<file path="config.mk">
export PLATFORM = sky130hd
export DESIGN_NAME = sub_nibble_seq
export DESIGN_NICKNAME = d
export VERILOG_FILES = /design/src/rtl/sub_nibble_seq_pkg.sv /design/src/rtl/nibble_add4.sv /design/src/rtl/sub_nibble_seq.sv
export SDC_FILE = /design/constraint.sdc
export NUM_CORES = 1
export LEC_CHECK = 0
export ABC_AREA = 1
export ABC_CLOCK_PERIOD_IN_PS = 4100
export CAP_MARGIN = 20
export CORE_ASPECT_RATIO = 1.25
export CORE_UTILIZATION = 25
export DETAILED_ROUTE_END_ITERATION = 6
export GPL_TIMING_DRIVEN = 0
export SLEW_MARGIN = 0
export SYNTH_ARGS = -nofsm -noshare
export SYNTH_HDL_FRONTEND = slang
export SYNTH_HIERARCHICAL = 1
export SYNTH_SLANG_ARGS = --single-unit
</file>
<file path="constraint.sdc">
create_clock -name clk -period 4.1 [get_ports clk]
set_input_delay 0.41 -clock clk [delete_from_list [all_inputs] [get_ports clk]]
set_output_delay 0.41 -clock clk [all_outputs]
set_load 0.05 [all_outputs]
</file>
<file path="src/rtl/sub_nibble_seq_pkg.sv">
// rtl/sub_nibble_seq_pkg.sv - shared constants and state encoding for the nibble-serial subtractor
package sub_nibble_seq_pkg;

    localparam int NIB = 4;

    typedef enum logic [1:0] {
        ST_IDLE = 2'd0,
        ST_SUB  = 2'd1,
        ST_FIX  = 2'd2,
        ST_DONE = 2'd3
    } state_t;

    // Nibble index width; a single-nibble operand still needs a 1-bit counter.
    function automatic int idx_width(input int nnib);
        return (nnib > 1) ? $clog2(nnib) : 1;
    endfunction

endpackage

</file>
<file path="src/rtl/nibble_add4.sv">
// rtl/nibble_add4.sv - combinational 4-bit ripple adder built from full adders
module nibble_add4 (
    output logic [3:0] s,
    output logic       cout,
    input  logic [3:0] x,
    input  logic [3:0] y,
    input  logic       cin
);

    logic [4:0] c;

    assign c[0] = cin;

    for (genvar i = 0; i < 4; i++) begin : g_fa
        assign s[i]   = x[i] ^ y[i] ^ c[i];
        assign c[i+1] = (x[i] & y[i]) | (c[i] & (x[i] ^ y[i]));
    end

    assign cout = c[4];

endmodule

</file>
<file path="src/rtl/sub_nibble_seq.sv">
// rtl/sub_nibble_seq.sv - sequencer computing |a-b| and sign through one shared 4-bit adder slice
module sub_nibble_seq
    import sub_nibble_seq_pkg::*;
#(
    parameter int WIDTH = 16
) (
    input  logic             clk,
    input  logic             rst_n,
    input  logic             start,
    input  logic [WIDTH-1:0] a,
    input  logic [WIDTH-1:0] b,
    output logic             busy,
    output logic             done,
    output logic [WIDTH-1:0] diff,
    output logic             neg
);

    localparam int NNIB = WIDTH / NIB;
    localparam int IW   = idx_width(NNIB);

    state_t           state;
    state_t           state_nx;
    logic [WIDTH-1:0] a_r;
    logic [WIDTH-1:0] b_r;
    logic [WIDTH-1:0] r_r;
    logic [WIDTH-1:0] r_upd;
    logic [IW-1:0]    idx;
    logic             carry;
    logic             neg_r;
    logic             last;
    logic [NIB-1:0]   x;
    logic [NIB-1:0]   y;
    logic [NIB-1:0]   s;
    logic             co;

    assign last = (idx == IW'(NNIB - 1));

    // Pass 1 feeds a + ~b; the fix-up pass negates the stored result (~r + carry-in).
    always_comb begin
        if (state == ST_FIX) begin
            x = ~r_r[NIB*idx +: NIB];
            y = '0;
        end else begin
            x = a_r[NIB*idx +: NIB];
            y = ~b_r[NIB*idx +: NIB];
        end
    end

    nibble_add4 u_add (
        .s    (s),
        .cout (co),
        .x    (x),
        .y    (y),
        .cin  (carry)
    );

    always_comb begin
        r_upd = r_r;
        r_upd[NIB*idx +: NIB] = s;
    end

    always_comb begin
        state_nx = state;
        unique case (state)
            ST_IDLE: if (start) state_nx = ST_SUB;
            ST_SUB:  if (last)  state_nx = co ? ST_DONE : ST_FIX;
            ST_FIX:  if (last)  state_nx = ST_DONE;
            ST_DONE: state_nx = ST_IDLE;
            default: state_nx = ST_IDLE;
        endcase
    end

    always_ff @(posedge clk) begin
        if (!rst_n) begin
            state <= ST_IDLE;
            a_r   <= '0;
            b_r   <= '0;
            r_r   <= '0;
            idx   <= '0;
            carry <= 1'b0;
            neg_r <= 1'b0;
            diff  <= '0;
            neg   <= 1'b0;
        end else begin
            state <= state_nx;
            unique case (state)
                ST_IDLE: begin
                    if (start) begin
                        a_r   <= a;
                        b_r   <= b;
                        idx   <= '0;
                        carry <= 1'b1;
                    end
                end
                ST_SUB: begin
                    r_r <= r_upd;
                    if (last) begin
                        // Final pass-1 carry only picks the sign; it never reaches diff.
                        idx   <= '0;
                        carry <= 1'b1;
                        neg_r <= ~co;
                        if (co) begin
                            diff <= r_upd;
                            neg  <= 1'b0;
                        end
                    end else begin
                        idx   <= idx + 1'b1;
                        carry <= co;
                    end
                end
                ST_FIX: begin
                    r_r   <= r_upd;
                    carry <= co;
                    if (last) begin
                        idx  <= '0;
                        diff <= r_upd;
                        neg  <= neg_r;
                    end else begin
                        idx <= idx + 1'b1;
                    end
                end
                default: ;
            endcase
        end
    end

    assign busy = (state != ST_IDLE);
    assign done = (state == ST_DONE);

endmodule
</file>
## Word level (Yosys, flattened, before mapping)

Cells that the tools add are included.

- Multiplexer cells: 22
- Reduce and logical (&&, ||, !) cells: 12
- Shift-type cells: 5
- Equality and inequality tests: 8
- Bitwise logic cells: 23
- Add/sub/neg operators: 2

Operators with widths:

| operator | number |
|---|---|
| 16-bit 2-to-1 mux | 3 |
| 16-bit by 5-bit variable part select with 4-bit output | 3 |
| 4-bit negation with 34-bit output | 1 |
| 4-bit by 34-bit variable shift with 16-bit output, first input constant | 1 |
| 4-bit by 34-bit variable part select with 16-bit output | 1 |
| 16-bit one-hot mux with 2 select lines | 1 |
| 16-bit bitwise mux | 1 |
| 2-bit 2-to-1 mux | 5 |
| 1-bit bitwise AND | 8 |
| 4-bit 2-to-1 mux | 2 |
| 2-bit inequality test, second input constant | 4 |
| 4-bit NOT | 2 |
| 2-bit one-hot mux with 4 select lines | 1 |
| 2-bit AND reduction | 4 |
| 1-bit bitwise XOR | 8 |
| 2-bit equality test, second input constant | 3 |
| 1-bit 2-to-1 mux | 6 |
| 2-bit nonzero test | 3 |
| 1-bit OR | 4 |
| 2-bit one-hot mux with 2 select lines | 1 |
| 4-bit AND reduction | 1 |
| 1-bit one-hot mux with 3 select lines | 1 |
| 3-bit AND reduction | 1 |
| 3-bit nonzero test | 1 |
| 6 further kinds | 6 |

- Output and inout port bits: 19
- Logic and storage cells: 81
- Input port bits: 35
- Register bits after elaboration: 71

## Longest topological paths before layout

Gate-level depths: netlist of the first run.

- Depth in word-level cells: 16
- Mapped depth: 23
- Depth with buffers taken out: 20

## By module

Netlist of the first run, hierarchy kept.

By module, submodules not included:

| module | sequential area each (µm²) | area each (µm²) | times used | cells an instance |
|---|---|---|---|---|
| sub_nibble_seq | 1,421.4 | 3,646.0 | 1 | 581 |
| nibble_add4 | 0.0 | 117.6 | 1 | 14 |

## Worst setup path after synthesis of the first run

No wires, ideal clock.

- Path kind: register to register
- From: reg idx[0]
- To: reg diff[0]
- Cell stages (with the launch flop): 21
- Arrival: 2,930 ps
- Library setup time: 112 ps
- Path slack: 1,058 ps
- Clock period less this slack: 3,042 ps
- Required time: 3,988 ps
- Path buffers: 3
- Cells stage by stage: dfxtp_1 > buf_4 > inv_1 > buf_2 > nand2_1 > nand3_1 > a21oi_1 > fa_1 > inv_1 > fa_1 > inv_1 > fa_1 > inv_1 > fa_1 > inv_1 > inv_1 > a21oi_2 > nand2_2 > buf_2 > nor2_1 > nor2_1

- Elaborated cells between the ends (all ways): 40
- Classes of those cells: add/sub (1); eq/ne (4); shift (5); mux (7); bitwise (22); reduce/logical (1)

RTL lines:

| element | line | text |
|---|---|---|
| start: declaration | sub_nibble_seq.sv:27 | `logic [IW-1:0] idx;` |
| start signal: assignment | sub_nibble_seq.sv:107 | `idx <= idx + 1'b1;` |
| start signal: assignment | sub_nibble_seq.sv:119 | `idx <= idx + 1'b1;` |
| 16-bit by 5-bit variable part select with 4-bit output (*) | sub_nibble_seq.sv:45 | `y = ~b_r[NIB*idx +: NIB];` |
| 4-bit NOT (*) | sub_nibble_seq.sv:45 |  |
| 4-bit 2-to-1 mux (*) | sub_nibble_seq.sv:40 | `if (state == ST_FIX) begin` |
| net y[0] | sub_nibble_seq.sv:32 | `logic [NIB-1:0] y;` |
| 1-bit bitwise XOR | nibble_add4.sv:16 | `assign c[i+1] = (x[i] & y[i]) \| (c[i] & (x[i] ^ y[i]));` |
| 1-bit bitwise AND | nibble_add4.sv:16 |  |
| 1-bit OR (*) | nibble_add4.sv:16 |  |
| 1-bit bitwise AND (*) | nibble_add4.sv:16 |  |
| 1-bit OR (*) | nibble_add4.sv:16 |  |
| 1-bit bitwise AND (*) | nibble_add4.sv:16 |  |
| 1-bit OR (*) | nibble_add4.sv:16 |  |
| 1-bit bitwise AND (*) | nibble_add4.sv:16 |  |
| 1-bit OR (*) | nibble_add4.sv:16 |  |
| net co | sub_nibble_seq.sv:34 | `logic co;` |
| 2-bit inequality test (no source line) (*) | - |  |
| 4-bit AND reduction (no source line) (*) | - |  |
| end signal: assignment | sub_nibble_seq.sv:103 | `diff <= r_upd;` |
| end signal: assignment | sub_nibble_seq.sv:116 | `diff <= r_upd;` |
| end: declaration | sub_nibble_seq.sv:14 | `output logic [WIDTH-1:0] diff,` |

The timed path passes the listed nets; every way through them passes the cells marked *. The select of a mux whose other input is x is not followed.
A chain may end at the register's enable or synchronous reset.

## Worst setup path after layout of the first run

- From: reg idx[0]
- To: reg diff[7]

Same word-level chain as after synthesis.

==> flow_metrics.env, run 1 <==
export IMPL_status="complete, but fails checks"
export IMPL_violations="DRC"
export IMPL_period_needed_ns=3.55
export IMPL_critPathMaxFanout=12
export IMPL_drtAntennaViolNets=0
export IMPL_final_hold_violation_count=0
export IMPL_cts_root_buf="clkbuf_16"
export IMPL_synth_nets=644
export IMPL_htreeDepth=3
export IMPL_dp_cells=825
export IMPL_antenna_found_initial=0
export IMPL_synth_cell_types=19
export IMPL_initial_utilization=0.259
export IMPL_worst_hold_slack_ns=0.427
export IMPL_cts_setup_buffers=0
export IMPL_antennaDiodeCount=0
export IMPL_worst_pin_slew_ns=0.509
export IMPL_globalRouteOverflowTotal=0
export IMPL_cts_tree="done"
export IMPL_synthTopCellsByArea="dfxtp_1 38%, nor2_1 15%, nand2_1 14%"
export IMPL_ctsResizeCount=0
export IMPL_vias=3554
export IMPL_core_area_sq_um=14500
export IMPL_dp_slack_ns=0.561
export IMPL_rows=49
export IMPL_setup_viol=0
export IMPL_cts_sinks=71
export IMPL_ys_warn_count=6
export IMPL_finalWorstSetupSlack_ns=0.554
export IMPL_die_y_microns=139
export IMPL_ys_ff_latch=71
export IMPL_clk_path_buf_depth=2
export IMPL_port_buffers=52
export IMPL_final_cell_mix="146 x nor2_1, 139 x nand2_1, 71 x inv_1, 71 x dfxtp_1, 53 x o21ai_0"
export IMPL_maxCapViolations=0
export IMPL_grt_setup_unrepaired="false"
export IMPL_syn_inst=595
export IMPL_grt_pass1_wl_mm=15.9
export IMPL_mostFrequentLayoutCell="nor2_1"
export IMPL_drt_iter0_drc=129
export IMPL_numCtsBuffers=9
export IMPL_area_delta_synth_final_pct=27.5
export IMPL_cts_hold_buffers=0
export IMPL_yosysTopAreaCellShare=0.378
export IMPL_fin_setup_tns_ns=0
export IMPL_first_global_vias=3393
export IMPL_final_period_utilization=0.865
export IMPL_io_pins=54
export IMPL_die_area_sq_um=15600
export IMPL_track_usage=0.127
export IMPL_netlist_area_sq_um=3760
export IMPL_power_density_nw_per_um2=675
export IMPL_die_width_microns=112
export IMPL_power_leakage_nw=2.30
export IMPL_path_clk_slew_ns=0.05
export IMPL_critPathKind="reg -> reg"
export IMPL_grt_max_degree=13
export IMPL_synth_seq_area_share=0.378
export IMPL_syn_avg_cell_area_sq_um=6.33
export IMPL_place_hpwl_mm=7.20
export IMPL_end_kind="register"
export IMPL_gp_congestion=0.831
export IMPL_relSlewSlack=0.659
export IMPL_drv_slew=0
export IMPL_skew_ns=0.00573
export IMPL_cp_arrival_ns=3.76
export IMPL_nNetsFinal=707
export IMPL_cp_required_ns=4.32
export IMPL_drt_vias_per_instance=4.23
export IMPL_post_route_drc_count=3
export IMPL_wire_per_inst_microns=11.2
export IMPL_final_layout_size_suffix_gt1_frac=0.0649
export IMPL_dr_pass1_iters=6
export IMPL_post_synth_top_area_cell="dfxtp_1"
export IMPL_fill_cells=1614
export IMPL_insertion_delay_ns=0.33
export IMPL_hold_path_class="in -> reg"
export IMPL_max_freq_mhz=282
export IMPL_final_util=0.330
export IMPL_vdd_drop_max_mv=0.283
export IMPL_stdcell_count=841
export IMPL_start_kind="register"
export IMPL_drt_wl_total_mm=9.45
==> per-stage QoR <==
step | instance area, sq um | power (mW)
6_report | 4800 | 3.24
5_1_grt | 4800 | 3.54
4_1_cts | 4800 | 3.26
3_5_place_dp | 4510 | 2.48
3_3_place_gp | 4510 | 2.46
2_1_floorplan | 3760 | 2.06
==> routing by layer <==
layer	vias up	part of all wire	global-route usage
li1	1951	-	-
met2	66	0.48	0.221
met3	13	0.035	0.0210
met5	-	0	0
met1	1524	0.47	0.154
met4	0	0.019	0.0512
==> final cells by class <==
class                           count  area (sq um)  share of cell area
Inverter                           74           278              0.0579
Timing Repair Buffer               52           520               0.108
Tap cell                          178           223              0.0464
Clock inverter                      4          45.0             0.00939
Sequential cell                    71          1420               0.296
Clock buffer                       12           246              0.0514
Multi-Input combinational cell    420          1890               0.395
Buffer                             30           170              0.0355
==> critical path, stage by stage (launching register included) <==
cell     delay, ns
dfxtp_1       0.39
buf_4         0.20
inv_1         0.08
buf_2         0.21
nand2_1       0.08
nand3_1       0.07
a21oi_1       0.28
fa_1          0.23
inv_1         0.05
fa_1          0.34
inv_1         0.07
fa_1          0.15
inv_1         0.05
fa_1          0.37
inv_1         0.12
inv_1         0.07
a21oi_2       0.15
nand2_2       0.14
buf_6         0.18
nor2_1        0.14
nor2_1        0.06
==> flip-flops by register name, summed over array words and instances (netlist names), 2 cells and up <==
name   count
a_r       16
b_r       16
diff      16
idx        2
r_r       16
state      2
==> where the power goes <==
group	switching, mW	leakage (nW)	internal (mW)
registers	0.0957	0.583	0.845
clock network	0.288	0.146	0.485
logic	0.992	1.57	0.534
==> synthesized netlist by cell type <==
master / number
buf_4: 4
nand3_1: 32
inv_1: 71
o21ai_1: 1
inv_2: 3
fa_1: 4
o211ai_1: 1
dfxtp_1: 71
nand2_2: 2
nand2_1: 139
o21ai_0: 53
buf_6: 3
nand4_1: 4
a21oi_1: 27
a21oi_2: 1
clkbuf_1: 7
ha_1: 10
nor2_1: 146
buf_2: 16
==> logic make-up after synthesis <==
family / Yosys count / share of synthesized area
simple gates: 323 / 0.337
fa+ha+maj: 14 / 0.0545
compound gates: 83 / 0.112
flops: 71 / 0.378
buf+inv: 104 / 0.119
==> worst paths after layout <==
kind	start	end	slack, ns	cells past startpoint
max reg2reg	idx[0]	diff[7]	0.55	20
min	rst_n	carry	0.43	3
max	idx[0]	diff[7]	0.55	20
min reg2reg	neg	neg	0.46	2
(Power assumes the default switching activity.)
==> run 2, diff against run 1 <==
- SLEW_MARGIN: 0 -> not set
==> results of run 2 <==
No change in the layout: final DEF, timing and power equal those of run 1.
==> run 3, diff against run 2 <==
- CORE_MARGIN: not set -> 2
- HOLD_SLACK_MARGIN: not set -> 0.15
==> flow_metrics.env, run 3 (same netlist as run 1, synthesis figures left out) <==
export IMPL_clk_path_buf_depth=2
export IMPL_cts_tree="done"
export IMPL_nNetsFinal=707
export IMPL_worst_hold_slack_ns=0.393
export IMPL_core_area_sq_um=14800
export IMPL_drt_iter0_drc=182
export IMPL_max_freq_mhz=284
export IMPL_setup_viol=0
export IMPL_gp_congestion=0.884
export IMPL_track_usage=0.125
export IMPL_path_clk_slew_ns=0.06
export IMPL_post_route_drc_count=0
export IMPL_end_kind="register"
export IMPL_die_area_sq_um=16100
export IMPL_port_buffers=52
export IMPL_grt_pass1_wl_mm=15.9
export IMPL_relSlewSlack=0.658
export IMPL_critPathMaxFanout=12
export IMPL_globalRouteOverflowTotal=0
export IMPL_cp_arrival_ns=3.75
export IMPL_die_width_microns=114
export IMPL_io_pins=54
export IMPL_final_cell_mix="146 x nor2_1, 139 x nand2_1, 71 x inv_1, 71 x dfxtp_1, 53 x o21ai_0"
export IMPL_skew_ns=0.00619
export IMPL_ctsResizeCount=0
export IMPL_drtAntennaViolNets=0
export IMPL_wire_per_inst_microns=11.3
export IMPL_numCtsBuffers=9
export IMPL_vias=3583
export IMPL_cp_required_ns=4.33
export IMPL_cts_hold_buffers=0
export IMPL_hold_path_class="in -> reg"
export IMPL_cts_root_buf="clkbuf_16"
export IMPL_final_layout_size_suffix_gt1_frac=0.0604
export IMPL_drt_wl_total_mm=9.50
export IMPL_final_hold_violation_count=0
export IMPL_die_y_microns=141
export IMPL_power_density_nw_per_um2=661
export IMPL_area_delta_synth_final_pct=26.8
export IMPL_final_util=0.322
export IMPL_cts_sinks=71
export IMPL_first_global_vias=3414
export IMPL_dr_pass1_iters=4
export IMPL_initial_utilization=0.254
export IMPL_critPathKind="reg -> reg"
export IMPL_status="finished, final reports clean"
export IMPL_rows=50
export IMPL_place_hpwl_mm=7.23
export IMPL_fin_setup_tns_ns=0
export IMPL_fill_cells=1651
export IMPL_antennaDiodeCount=0
export IMPL_grt_max_degree=13
export IMPL_grt_setup_unrepaired="false"
export IMPL_drt_vias_per_instance=4.25
export IMPL_vdd_drop_max_mv=0.242
export IMPL_htreeDepth=3
export IMPL_maxCapViolations=0
export IMPL_insertion_delay_ns=0.34
export IMPL_power_leakage_nw=2.28
export IMPL_cts_setup_buffers=0
export IMPL_final_period_utilization=0.858
export IMPL_worst_pin_slew_ns=0.511
export IMPL_period_needed_ns=3.52
export IMPL_start_kind="register"
export IMPL_mostFrequentLayoutCell="nor2_1"
export IMPL_antenna_found_initial=0
export IMPL_drv_slew=0
## run 3: changes by cell type in the layout (fill, tap and decap cells not counted)
cell,previous run,this run
bufinv_16,1,0
clkbuf_1,9,11
clkinv_2,3,1
## run 3: layout make-up
type	count	area [sq um]	share of cell area
Multi-Input combinational cell	420	1890	0.397
Tap cell	182	228	0.0477
Buffer	30	170	0.0357
Clock inverter	1	5.00	0.00105
Sequential cell	71	1420	0.298
Inverter	74	278	0.0582
Clock buffer	14	254	0.0532
Timing Repair Buffer	52	520	0.109
## run 3: report_power, final
part / switching (mW) / total (mW) / leakage (nW) / internal (mW)
Clock: 0.279 / 0.701 / 0.127 / 0.422
Combinational: 0.979 / 1.51 / 1.57 / 0.530
Sequential: 0.0971 / 0.942 / 0.583 / 0.845
## run 3: path summary, 6_finish.rpt
check / startpoint / to / slack, ns / cells after the start
max: idx[0] / diff[2] / 0.58 / 20
min: rst_n / idx[0] / 0.39 / 3
max reg2reg: idx[0] / diff[2] / 0.58 / 20
min reg2reg: neg / neg / 0.46 / 2
## run 3: per-stage QoR
step / worst slack (ns) / power, mW / instances / instance area [sq um]
after floorplan: 1.06 / 2.06 / 595 / 3760
after global placement: 0.567 / 2.45 / 829 / 4510
after detailed placement: 0.574 / 2.46 / 829 / 4510
after CTS: 0.555 / 3.17 / 844 / 4770
after global routing: 0.268 / 3.46 / 844 / 4770
final: 0.581 / 3.15 / 844 / 4770
## run 3: critical path, stage by stage, from the launching register on
cell and delay [ns]:
dfxtp_1 0.39, buf_4 0.20, inv_1 0.08, buf_2 0.21, nand2_1 0.08, nand3_1 0.07
a21oi_1 0.27, fa_1 0.22, inv_1 0.05, fa_1 0.34, inv_1 0.07, fa_1 0.16
inv_1 0.05, fa_1 0.37, inv_1 0.11, inv_1 0.07, a21oi_2 0.15, nand2_2 0.13
buf_2 0.21, nor2_1 0.13, nor2_1 0.04
## run 3: routing by layer
| layer | vias to the layer above | part of all wire | track usage |
|---|---|---|---|
| li1 | 1954 | - | - |
| met1 | 1540 | 0.47 | 0.157 |
| met2 | 73 | 0.47 | 0.207 |
| met3 | 16 | 0.031 | 0.0189 |
| met4 | 0 | 0.024 | 0.0610 |
| met5 | - | 0 | 0 |
